### config.mk
export PLATFORM = sky130hd
export DESIGN_NAME = fan_cfg_sequencer
export DESIGN_NICKNAME = d
export VERILOG_FILES = /design/src/rtl/fan_cfg_sequencer.sv
export SDC_FILE = /design/constraint.sdc
export NUM_CORES = 1
export LEC_CHECK = 0
export CORE_UTILIZATION = 55
export DETAILED_ROUTE_END_ITERATION = 8
export PLACE_DENSITY = 0.79
export REMOVE_ABC_BUFFERS = 1
export SYNTH_ARGS = -nofsm -noshare
export SYNTH_HDL_FRONTEND = slang
export SYNTH_SLANG_ARGS = --single-unit
### constraint.sdc
create_clock -name clk_i -period 3.1 [get_ports clk_i]
set_input_delay 0.465 -clock clk_i [delete_from_list [all_inputs] [get_ports clk_i]]
set_output_delay 0.465 -clock clk_i [all_outputs]
set_load 0.005 [all_outputs]
### src/rtl/fan_cfg_sequencer.sv
`default_nettype none
// ============================================================================
// Module      : fan_cfg_sequencer
// Description : Byte-serial configuration front end for the fan controller.
//               Assembles header/payload bytes into shadow registers and
//               commits them atomically to the active PID/PWM outputs.
// Revision    : 1.0 - initial release
// ============================================================================
module fan_cfg_sequencer #(
    parameter int ADC_BITWIDTH   = 8,
    parameter int REG_BITWIDTH   = 32,
    parameter int TIMEOUT_CYCLES = 1000000,
    parameter int PERIOD_RST     = 255
) (
    input  logic                    clk_i,
    input  logic                    rstn_i,
    input  logic [7:0]              data_i,
    input  logic                    strb_i,
    output logic [REG_BITWIDTH-1:0] a0_o,
    output logic [REG_BITWIDTH-1:0] a1_o,
    output logic [REG_BITWIDTH-1:0] b0_o,
    output logic [REG_BITWIDTH-1:0] b1_o,
    output logic [REG_BITWIDTH-1:0] b2_o,
    output logic [ADC_BITWIDTH-1:0] set_value_o,
    output logic [ADC_BITWIDTH:0]   pwm_period_o,
    output logic [ADC_BITWIDTH-1:0] pwm_min_o,
    output logic                    config_en_o,
    output logic                    data_valid_strb_o,
    output logic                    busy_o,
    output logic                    err_o
);

    localparam int c_REG_BYTES = REG_BITWIDTH / 8;
    localparam int c_MAX_LEN   = (c_REG_BYTES > 2) ? c_REG_BYTES : 2;
    localparam int c_CNT_W     = $clog2(c_MAX_LEN + 1);
    localparam int c_TMO_W     = $clog2(TIMEOUT_CYCLES + 1);

    localparam logic [c_CNT_W-1:0]    c_LEN_REG    = c_REG_BYTES[c_CNT_W-1:0];
    localparam logic [c_CNT_W-1:0]    c_LEN_ONE    = c_CNT_W'(1);
    localparam logic [c_CNT_W-1:0]    c_LEN_TWO    = c_CNT_W'(2);
    localparam logic [c_TMO_W-1:0]    c_TMO_LAST   = c_TMO_W'(TIMEOUT_CYCLES - 1);
    localparam logic [ADC_BITWIDTH:0] c_PERIOD_RST = PERIOD_RST[ADC_BITWIDTH:0];

    localparam logic [3:0] c_IDX_SET    = 4'd5;
    localparam logic [3:0] c_IDX_PERIOD = 4'd6;
    localparam logic [3:0] c_IDX_MIN    = 4'd7;
    localparam logic [3:0] c_IDX_ENTER  = 4'd8;
    localparam logic [3:0] c_IDX_COMMIT = 4'd9;

    localparam logic [0:0] c_S_IDLE    = 1'b0;
    localparam logic [0:0] c_S_PAYLOAD = 1'b1;

    logic [0:0]              r_state;
    logic [0:0]              w_state_nxt;
    logic                    r_strb_meta;
    logic                    r_strb_sync;
    logic                    r_strb_d;
    logic                    w_byte_ev;
    logic [c_CNT_W-1:0]      r_remain;
    logic [3:0]              r_target;
    logic [REG_BITWIDTH-1:0] r_asm;
    logic [REG_BITWIDTH-1:0] w_asm_shift;
    logic [c_TMO_W-1:0]      r_tmo;

    logic                    w_hdr_ok;
    logic                    w_hdr_bad;
    logic                    w_start;
    logic                    w_enter;
    logic                    w_commit;
    logic                    w_last;
    logic                    w_abort;
    logic [c_CNT_W-1:0]      w_len;

    logic [REG_BITWIDTH-1:0] r_sh_a0, r_sh_a1, r_sh_b0, r_sh_b1, r_sh_b2;
    logic [ADC_BITWIDTH-1:0] r_sh_set;
    logic [ADC_BITWIDTH:0]   r_sh_period;
    logic [ADC_BITWIDTH-1:0] r_sh_min;

    // Strobe pin is asynchronous: two flops for metastability, one for edge.
    always_ff @(posedge clk_i or negedge rstn_i) begin
        if (!rstn_i) begin
            r_strb_meta <= 1'b0;
            r_strb_sync <= 1'b0;
            r_strb_d    <= 1'b0;
        end else begin
            r_strb_meta <= strb_i;
            r_strb_sync <= r_strb_meta;
            r_strb_d    <= r_strb_sync;
        end
    end

    assign w_byte_ev   = r_strb_sync & ~r_strb_d;
    assign w_asm_shift = REG_BITWIDTH'({r_asm, data_i});
    assign busy_o      = (r_state == c_S_PAYLOAD);

    always_comb begin
        w_state_nxt = r_state;
        w_hdr_ok    = 1'b0;
        w_hdr_bad   = 1'b0;
        w_start     = 1'b0;
        w_enter     = 1'b0;
        w_commit    = 1'b0;
        w_last      = 1'b0;
        w_abort     = 1'b0;
        w_len       = '0;
        case (r_state)
            c_S_IDLE: begin
                if (w_byte_ev) begin
                    if ((data_i[7:4] == 4'hA) && (data_i[3:0] < 4'd10)) begin
                        w_hdr_ok = 1'b1;
                        case (data_i[3:0])
                            c_IDX_SET:    w_len = c_LEN_ONE;
                            c_IDX_PERIOD: w_len = c_LEN_TWO;
                            c_IDX_MIN:    w_len = c_LEN_ONE;
                            c_IDX_ENTER:  w_enter = 1'b1;
                            c_IDX_COMMIT: w_commit = 1'b1;
                            default:      w_len = c_LEN_REG;
                        endcase
                        if (data_i[3:0] < c_IDX_ENTER) begin
                            w_start     = 1'b1;
                            w_state_nxt = c_S_PAYLOAD;
                        end
                    end else begin
                        w_hdr_bad = 1'b1;
                    end
                end
            end
            c_S_PAYLOAD: begin
                // A byte arriving on the expiry cycle takes priority.
                if (w_byte_ev) begin
                    if (r_remain == c_LEN_ONE) begin
                        w_last      = 1'b1;
                        w_state_nxt = c_S_IDLE;
                    end
                end else if (r_tmo == c_TMO_LAST) begin
                    w_abort     = 1'b1;
                    w_state_nxt = c_S_IDLE;
                end
            end
            default: w_state_nxt = c_S_IDLE;
        endcase
    end

    always_ff @(posedge clk_i or negedge rstn_i) begin
        if (!rstn_i) begin
            r_state  <= c_S_IDLE;
            r_remain <= '0;
            r_target <= '0;
            r_asm    <= '0;
            r_tmo    <= '0;
        end else begin
            r_state <= w_state_nxt;
            if (w_start) begin
                r_remain <= w_len;
                r_target <= data_i[3:0];
                r_asm    <= '0;
            end else if ((r_state == c_S_PAYLOAD) && w_byte_ev) begin
                r_remain <= r_remain - c_LEN_ONE;
                r_asm    <= w_asm_shift;
            end
            if ((r_state == c_S_IDLE) || w_byte_ev) begin
                r_tmo <= '0;
            end else begin
                r_tmo <= r_tmo + 1'b1;
            end
        end
    end

    // Shadows are written whole, only when the final payload byte lands.
    always_ff @(posedge clk_i or negedge rstn_i) begin
        if (!rstn_i) begin
            r_sh_a0     <= '0;
            r_sh_a1     <= '0;
            r_sh_b0     <= '0;
            r_sh_b1     <= '0;
            r_sh_b2     <= '0;
            r_sh_set    <= '0;
            r_sh_period <= c_PERIOD_RST;
            r_sh_min    <= '0;
        end else if (w_last) begin
            case (r_target)
                4'd0:         r_sh_a0     <= w_asm_shift;
                4'd1:         r_sh_a1     <= w_asm_shift;
                4'd2:         r_sh_b0     <= w_asm_shift;
                4'd3:         r_sh_b1     <= w_asm_shift;
                4'd4:         r_sh_b2     <= w_asm_shift;
                c_IDX_SET:    r_sh_set    <= w_asm_shift[ADC_BITWIDTH-1:0];
                c_IDX_PERIOD: r_sh_period <= w_asm_shift[ADC_BITWIDTH:0];
                c_IDX_MIN:    r_sh_min    <= w_asm_shift[ADC_BITWIDTH-1:0];
                default: ;
            endcase
        end
    end

    always_ff @(posedge clk_i or negedge rstn_i) begin
        if (!rstn_i) begin
            a0_o              <= '0;
            a1_o              <= '0;
            b0_o              <= '0;
            b1_o              <= '0;
            b2_o              <= '0;
            set_value_o       <= '0;
            pwm_period_o      <= c_PERIOD_RST;
            pwm_min_o         <= '0;
            config_en_o       <= 1'b1;
            data_valid_strb_o <= 1'b0;
            err_o             <= 1'b0;
        end else begin
            data_valid_strb_o <= w_commit;
            if (w_commit) begin
                a0_o         <= r_sh_a0;
                a1_o         <= r_sh_a1;
                b0_o         <= r_sh_b0;
                b1_o         <= r_sh_b1;
                b2_o         <= r_sh_b2;
                set_value_o  <= r_sh_set;
                pwm_period_o <= r_sh_period;
                pwm_min_o    <= r_sh_min;
                config_en_o  <= 1'b0;
            end else if (w_enter) begin
                config_en_o <= 1'b1;
            end
            if (w_hdr_bad || w_abort) begin
                err_o <= 1'b1;
            end else if (w_hdr_ok) begin
                err_o <= 1'b0;
            end
        end
    end

endmodule
`default_nettype wire

==> report_table.html <==
<table>
<tr><th>Metric</th><th>Value</th></tr>
<tr><th colspan="2">Setup path</th></tr>
<tr><td>Source of the worst register-to-register timing path</td><td>r_remain[1]</td></tr>
<tr><td>Delay of the slowest cell on the worst path</td><td>0.67 ns</td></tr>
<tr><td>Slowest cell on the critical path</td><td>sky130_fd_sc_hd__or4_1</td></tr>
<tr><td>Sort of element at the start of the critical path</td><td>flop</td></tr>
<tr><td>Critical path data required time</td><td>3.49 ns</td></tr>
<tr><td>Critical setup path kind</td><td>reg2reg</td></tr>
<tr><td>Delay-heaviest family, CP</td><td>simple AND/OR/NAND/NOR gates</td></tr>
<tr><td>Worst Path Buf+Inv</td><td>2</td></tr>
<tr><td>Logic depth of the worst register-to-register path</td><td>7</td></tr>
<tr><td>Largest fanout of any net on the critical path</td><td>22</td></tr>
<tr><td>Slack of the worst reg-to-reg path</td><td>0.56 ns</td></tr>
<tr><td>Type of destination of the critical path</td><td>flop</td></tr>
<tr><td>Reg2Reg Capture Point</td><td>r_sh_b2[31]</td></tr>
<tr><td>Arrival @ worst endpoint</td><td>2.94 ns</td></tr>
<tr><td>Sequence of cells on the critical path</td><td>inv_1 -&gt; ha_1 -&gt; nand2b_1 -&gt; or4_1 -&gt; nor3b_4 -&gt; buf_4 -&gt; mux2_2</td></tr>
<tr><th colspan="2">Route</th></tr>
<tr><td>Highest Signal Layer</td><td>met4</td></tr>
<tr><td>DRC viols</td><td>0</td></tr>
<tr><td>DRT antenna net count</td><td>0</td></tr>
<tr><td>WL/cell</td><td>20.20 um</td></tr>
<tr><td>Routed via count divided by cell count</td><td>5.524</td></tr>
<tr><td>Routed wire length</td><td>33930 um</td></tr>
<tr><td>Via Count</td><td>9281</td></tr>
<tr><td>Number of DRC violations after detailed-routing iteration 0</td><td>525</td></tr>
<tr><td>Wire length on met1</td><td>15250 um</td></tr>
<tr><td>Length of routed met3 wiring</td><td>1293 um</td></tr>
<tr><td>Detailed Routing Iterations Pass 1</td><td>4</td></tr>
<tr><td>Met2 wire length</td><td>16780 um</td></tr>
<tr><th colspan="2">STA</th></tr>
<tr><td>Final max-slew violation count</td><td>0</td></tr>
<tr><td>Final setup violation count</td><td>0</td></tr>
<tr><td>Min Clock Period, post-route</td><td>2.544 ns</td></tr>
<tr><td>Period utilization</td><td>82.07%</td></tr>
<tr><td>Unrepaired setup endpoints after global routing</td><td>false</td></tr>
<tr><td>Setup total negative slack</td><td>0 ns</td></tr>
<tr><td>Worst slew margin relative to its limit</td><td>51.33%</td></tr>
<tr><td>Slack of the critical path</td><td>0.5557 ns</td></tr>
<tr><td>Endpoints failing hold</td><td>0</td></tr>
<tr><td>Slew at the pin with the worst max-slew slack</td><td>0.7301 ns</td></tr>
<tr><td>Achievable Freq</td><td>393.0 MHz</td></tr>
<tr><td>Final-layout worst hold slack</td><td>0.3634 ns</td></tr>
<tr><td>Final Skew</td><td>0.02183 ns</td></tr>
<tr><th colspan="2">Placement</th></tr>
<tr><td>Final RePlAce weighted congestion</td><td>0.7744</td></tr>
<tr><td>Minimum setup slack after placement</td><td>0.1974 ns</td></tr>
<tr><td>DP Wirelength</td><td>21050 um</td></tr>
<tr><td># port buffers</td><td>199</td></tr>
<tr><th colspan="2">Synth</th></tr>
<tr><td>Share of the synthesized netlist area taken by xor and xnor gates</td><td>0.6945%</td></tr>
<tr><td>Fraction of registers with async set or reset after synthesis</td><td>100.0%</td></tr>
<tr><td>Synthesized instance count</td><td>1045</td></tr>
<tr><td>Leading register cell type out of synthesis</td><td>sky130_fd_sc_hd__dfrtp_1</td></tr>
<tr><td>Complex-gate fraction of the synthesized area</td><td>0.9616%</td></tr>
<tr><td>Number of flip-flops and latches in the synthesized netlist</td><td>428</td></tr>
<tr><td>Simple-gate share of the synthesized area</td><td>3.717%</td></tr>
<tr><td>Cell type with the largest total area after synthesis</td><td>sky130_fd_sc_hd__dfrtp_1</td></tr>
<tr><td>Post-synthesis area per instance</td><td>15.69 um^2</td></tr>
<tr><td>Fraction of the yosys area taken by sequential cells</td><td>65.46%</td></tr>
<tr><td>Adder and majority cell fraction of the synthesized area</td><td>0.2290%</td></tr>
<tr><td>Number of flops mapped to enable cells by yosys</td><td>0</td></tr>
<tr><td>Most frequent cells after synthesis</td><td>sky130_fd_sc_hd__dfrtp_1, sky130_fd_sc_hd__mux2_2, sky130_fd_sc_hd__nor2_1</td></tr>
<tr><td>Main combinational cell family by area after synthesis</td><td>multiplexers</td></tr>
<tr><td>Warnings from Yosys</td><td>0</td></tr>
<tr><td>Most frequently used cell type in the post-synthesis netlist</td><td>sky130_fd_sc_hd__dfrtp_1</td></tr>
<tr><td>Largest cells by area after synthesis</td><td>sky130_fd_sc_hd__dfrtp_1, sky130_fd_sc_hd__mux2_2, sky130_fd_sc_hd__dfstp_2</td></tr>
<tr><td>Cell Area, Synth</td><td>0.01639 mm^2</td></tr>
<tr><td>Yosys top cell area share</td><td>62.73%</td></tr>
<tr><td>Fraction of synthesized area in multiplexers</td><td>27.15%</td></tr>
<tr><td>Synth unique cells</td><td>48</td></tr>
<tr><th colspan="2">Pwr</th></tr>
<tr><td>Cell area power density</td><td>624.2 mW/mm^2</td></tr>
<tr><td>Tot Pwr</td><td>12.71 mW</td></tr>
<tr><td>Leak Pwr</td><td>9.923 nW</td></tr>
<tr><td>Peak supply drop</td><td>0.0004292 V</td></tr>
<tr><th colspan="2">Die</th></tr>
<tr><td>Height of the die</td><td>174.7 um</td></tr>
<tr><td>Die Outline Area</td><td>0.03050 mm^2</td></tr>
<tr><td>Number of placement rows</td><td>62</td></tr>
<tr><td>Initial Util</td><td>56.51%</td></tr>
<tr><td>I/O pin cnt</td><td>200</td></tr>
<tr><td>Die Width</td><td>174.7 um</td></tr>
<tr><td>Placeable core region</td><td>0.02901 mm^2</td></tr>
<tr><th colspan="2">Worst hold path</th></tr>
<tr><td>Cell depth of the worst hold path</td><td>0</td></tr>
<tr><td>Worst hold endpoint</td><td>r_strb_sync</td></tr>
<tr><td>Class of the tightest hold or removal check</td><td>reg2reg</td></tr>
<tr><td>Worst Min Path Start</td><td>r_strb_meta</td></tr>
<tr><th colspan="2">GRT</th></tr>
<tr><td>Antenna violations before repair</td><td>0</td></tr>
<tr><td>Global-route congestion overflow total</td><td>0</td></tr>
<tr><td>Number of global-route vias before repair</td><td>9584</td></tr>
<tr><td>Tot GR Track Use</td><td>22.83%</td></tr>
<tr><td>First-pass GRT wire length</td><td>54720 um</td></tr>
<tr><td>Pin count of the biggest net entering global routing</td><td>113</td></tr>
<tr><th colspan="2">Clocking</th></tr>
<tr><td># Post-CTS Setup Buffers</td><td>0</td></tr>
<tr><td>Number of sinks driven by the clock tree</td><td>428</td></tr>
<tr><td>H-tree levels</td><td>2</td></tr>
<tr><td>Clock slew at reported path FFs</td><td>0.06 ns</td></tr>
<tr><td>Worst skew pair latency</td><td>0.53 ns</td></tr>
<tr><td>Hold_buf cts</td><td>1</td></tr>
<tr><td>Total clock buffers created by CTS</td><td>43</td></tr>
<tr><td>Worst-case clock buffer depth</td><td>3</td></tr>
<tr><td>Clock root buffer master</td><td>sky130_fd_sc_hd__clkbuf_16</td></tr>
<tr><td>Clock tree from TritonCTS</td><td>yes</td></tr>
<tr><td>Post-CTS resize count</td><td>0</td></tr>
<tr><th colspan="2">Job</th></tr>
<tr><td>Max-capacitance violation count</td><td>0</td></tr>
<tr><th colspan="2">Layout</th></tr>
<tr><td>Final #Nets</td><td>1282</td></tr>
<tr><td>Syn-to-layout area delta</td><td>24.22%</td></tr>
<tr><td>Fraction of layout instances using a drive strength above 1</td><td>36.73%</td></tr>
<tr><td>Antenna fix cells</td><td>0</td></tr>
<tr><th colspan="2">Status</th></tr>
<tr><td>Outcome</td><td>complete, no violations</td></tr>
</table>
## cell families (layout without fill, tap and decap cells)
logic type / Yosys count / after routing
compound gates: 27 / 27
xor+xnor: 13 / 13
fa+ha+maj: 3 / 3
buf+inv: 65 / 316
flops: 428 / 428
mux: 398 / 398
simple gates: 111 / 111
## metrics by stage
stage,cells,cell area (um^2),util [%]
CTS,1680,20360,70.19
global placement,1606,18990,65.46
detailed placement,1606,18990,65.46
global route,1680,20360,70.19
finish,1680,20360,70.19
floorplan,987,16130,-
## layer usage
metal,track usage [%],up-vias
met3,3.111,49
met4,5.616,0
met5,0,-
met2,37.98,203
li1,-,4132
met1,32.02,4897
## cell usage in the layout, fill, tap and decap left out, types with 11 or more instances in the layout
cell and instances:
sky130_fd_sc_hd__dfstp_2 17, sky130_fd_sc_hd__clkdlybuf4s50_1 198, sky130_fd_sc_hd__mux2_1 26, sky130_fd_sc_hd__clkbuf_8 11
sky130_fd_sc_hd__nand3_1 14, sky130_fd_sc_hd__a21oi_1 11, sky130_fd_sc_hd__dfrtp_1 411, sky130_fd_sc_hd__nor2_1 43
sky130_fd_sc_hd__buf_4 29, sky130_fd_sc_hd__clkbuf_1 11, sky130_fd_sc_hd__clkbuf_16 43, sky130_fd_sc_hd__mux2_2 348
sky130_fd_sc_hd__mux2i_1 24
## where the power goes
group,total (mW),internal [mW],switching [mW]
clock,4.99,2.97,2.01
combinational,1.03,0.548,0.484
sequential,6.69,6.14,0.548
total,12.7,9.67,3.05
## area by class of cell
| cell class | instances | area, um^2 |
|---|---|---|
| clock buffers | 65 | 1269 |
| multi-input cells | 552 | 5399 |
| clock inverters | 8 | 93.84 |
| well taps | 384 | 480.5 |
| repair buffers | 236 | 2365 |
| flip-flops and latches | 428 | 10730 |
| inverters | 7 | 26.28 |
| fillers | 1954 | 8648 |
## registers in the layout (all words and copies together) (netlist names), 9 cells and up
| name | flops |
|---|---|
| pwm_period_o | 9 |
| r_sh_a0 | 32 |
| r_sh_period | 9 |
| r_sh_a1 | 32 |
| a1_o | 32 |
| a0_o | 32 |
| r_tmo | 20 |
| r_asm | 24 |
| b0_o | 32 |
| r_sh_b0 | 32 |
| r_sh_b1 | 32 |
| b2_o | 32 |
| r_sh_b2 | 32 |
| b1_o | 32 |
## how the worst max path moves through the flow
stage / cells after the start / start / slack [ns] / end
after global routing: 7 / r_remain[1] / 0.43 / r_sh_b2[19]
after detailed placement: 6 / data_i[6] / 0.20 / b0_o[18]
after CTS: 7 / r_remain[1] / 0.54 / r_sh_b2[31]
final: 7 / r_remain[1] / 0.56 / r_sh_b2[31]
after floorplan: 4 / data_i[2] / -2.58 / a1_o[0]
after global placement: 6 / data_i[6] / 0.25 / b0_o[15]
## worst register-to-register path: cells and delay by family, from the launching register on
family	cells	cell delay, ns
adders and majority gates	1	0.14
and+or+nand+nor	3	1.02
DFF	1	0.38
muxes	1	0.40
buffers and inverters	2	0.47
Note: power is estimated with default switching activity, not from simulation.
==> patch, RTL diff (same settings) <==
Set the parameter `ADC_BITWIDTH` to 6 (it was 8).
--- a/src/rtl/fan_cfg_sequencer.sv
+++ b/src/rtl/fan_cfg_sequencer.sv
@@ -9,3 +9,3 @@
 module fan_cfg_sequencer #(
-    parameter int ADC_BITWIDTH   = 8,
+    parameter int ADC_BITWIDTH   = 6,
     parameter int REG_BITWIDTH   = 32,
Interface: changed (resized pwm_min_o, pwm_period_o and set_value_o); port bits go from 200 to 194. No check against the original RTL was run, so the function may have changed too.
==> patch against the original RTL <==
Combinational power decreased by 19%; synthesized area is 2.9% lower; sequential cell count decreased by 12; largest cell class unchanged; die area shrank 2.9%; synthesized cell count decreased by 0.38%; setup slack got worse by 0.036 ns; design area shrank 2.6%; total power decreased by 5.1%; routed wire length decreased by 3.5%.
==> patch: results (changes against the original RTL) <==
| Metric | Value |
|---|---|
| Tot GR Track Use | `23.1% (+0.23 points)` |
| Dominant cells by area after synthesis | `dfrtp_1 63%, mux2_2 25%, dfstp_2 2.5%, nand2_1 1.3%, a21oi_1 1.0%` |
| Worst-path fanout max | `28 (+27%)` |
| Final hold vios | `0 (unchanged)` |
| Unique masters post-synth | `45 (-6.3%)` |
| Fraction of synthesized cell area in xor and xnor cells | `0.716% (+0.021 points)` |
| Nets | `1265 (-1.3%)` |
| Adder-Cell Fraction of Synth Area | `0.236% (+0.0069 points)` |
| # diodes | `0 (unchanged)` |
| WL final | `32700 microns (-3.5%)` |
| Depth of the CTS H-tree | `2 (unchanged)` |
| Switching part of the total | `23.5% (-0.43 points)` |
| Initial antenna violation count | `0 (unchanged)` |
| Largest net degree at the start of global routing | `100 (-12%)` |
| # hold bufs at CTS | `1 (unchanged)` |
| Clk_lat worst skew | `0.52 ns` |
| Area after DPL | `0.0184 sq mm (-2.9%)` |
| Leakage power | `9.59 nW (-3.3%)` |
| Sequential area share after synthesis | `65.5% (+0.084 points)` |
| Status | `complete, no violations` |
| Final GP Congestion | `0.755 (-2.6%)` |
| Worst rel slew slack | `45.2% (-6.1 points)` |
| Crit path max-delay family | `simple AND/OR/NAND/NOR gates` |
| Multiplexer share of the synthesized area | `25.7% (-1.5 points)` |
| Worst path slowest cell | `or4_1` |
| DRT iter0 DRCs | `555 (+5.7%)` |
| Post-CTS sizing | `0 (unchanged)` |
| Inserted Clock Buffers | `41 (-4.7%)` |
| Crit-path max cell delay | `0.66 ns` |
| Yosys warning count | `0 (unchanged)` |
| Layout cells sized above 1 | `37.0% (+0.27 points)` |
| Commonest cells in the synthesized netlist | `401 x dfrtp_1, 351 x mux2_2, 55 x nand2_1, 32 x a21oi_1, 24 x clkbuf_1` |
| Min Hold Slack | `0.375 ns (+0.0113 ns)` |
| Port buffer count | `193 (-3.0%)` |
| Clock Pin Slew Worst Setup and Hold Paths | `0.06 ns (about the same)` |
| First-pass GRT wire length | `52300 microns (-4.4%)` |
| Area fraction in compound gates after synthesis | `1.75% (+0.79 points)` |
| Drt first pass iters | `4 (unchanged)` |
| Clock tree buffer depth | `3 (unchanged)` |
| Peak VDD IR | `0.360 mV (-16%)` |
| Final Skew | `0.0166 ns (-0.00522 ns)` |
| Vias in the first global route | `9468 (-1.2%)` |
| Number of synthesized flops with an enable pin | `0 (unchanged)` |
| Routed vias | `9090 (-2.1%)` |
| Dpl hpwl | `20500 microns (-2.8%)` |
| Post-CTS setup buffers | `0 (unchanged)` |
| Worst EP arrival | `2.98 ns (+0.04 ns)` |
| Clk root buf | `clkbuf_16` |
| R2r setup slk | `0.52 ns (-0.04 ns)` |
| Hold Crit Class | `flip-flop to flip-flop` |
| Fraction of registers with async set/reset | `100% (unchanged)` |
patch: cell types whose count changed in the layout (fill, tap and decap cells not counted), moves of 6 or more:
cell             delta
clkdlybuf4s50_1     -6
mux2_1             -15
mux2i_1            -23
nand2_1            +44
nand3_1             -7
buf_4               -7
a21oi_1            +21
nor2_1             -22
dfrtp_1            -10
patch: kinds of logic after synthesis:
family	after synthesis
xor+xnor	13
flops	416
mux	363
buf+inv	65
fa+ha+maj	3
simple gates	130
compound gates	51
patch: worst paths after layout:
| kind | startpoint | to | cells after the start |
|---|---|---|---|
| max | r_remain[1] | r_sh_a0[26] | 7 |
| min | r_strb_meta | r_strb_sync | 0 |
| max reg2reg | r_remain[1] | r_sh_a0[26] | 7 |
| min reg2reg | r_strb_meta | r_strb_sync | 0 |
| max in group asynchronous | rstn_i | config_en_o | 3 |
| min in group asynchronous | rstn_i | b0_o[26] | 2 |
patch: stage by stage:
stage                     total power, mW  cells  setup TNS, ns  setup slack, ns  utilization, %
after global placement               7.15   1585              0            0.406            65.7
after global routing                 12.6   1659              0            0.407            70.6
after floorplan                      6.70    983        -472.43            -2.50               -
after detailed placement             7.21   1585              0            0.378            65.7
final                                12.1   1659              0            0.520            70.6
after CTS                            12.2   1659              0            0.524            70.6
patch: area by class of cell:
type                       instances  area (sq um)
clock buffer                      61          1250
tap                              378           473
clock inverter                    12           123
fill                            1955          8260
multi-input combinational        560          5230
inverter                           7          26.3
timing repair buffer             225          2290
sequential                       416         10400
patch: power by group through the flow:
stage	clock [mW]	combinational, mW	sequential [mW]
5_1_grt	5.27	0.937	6.36
2_1_floorplan	0	0.486	6.22
4_1_cts	5.05	0.848	6.28
6_report	4.95	0.833	6.28
3_5_place_dp	0	0.838	6.37
3_3_place_gp	0	0.805	6.35
patch: metal layers:
layer	GRT usage (%)	vias to the layer above	share of wire [%]
met1	33.0	4722	45
met2	36.7	227	48
li1	-	4095	-
met3	4.03	46	5.6
met4	6.00	0	2.0
met5	0	-	0
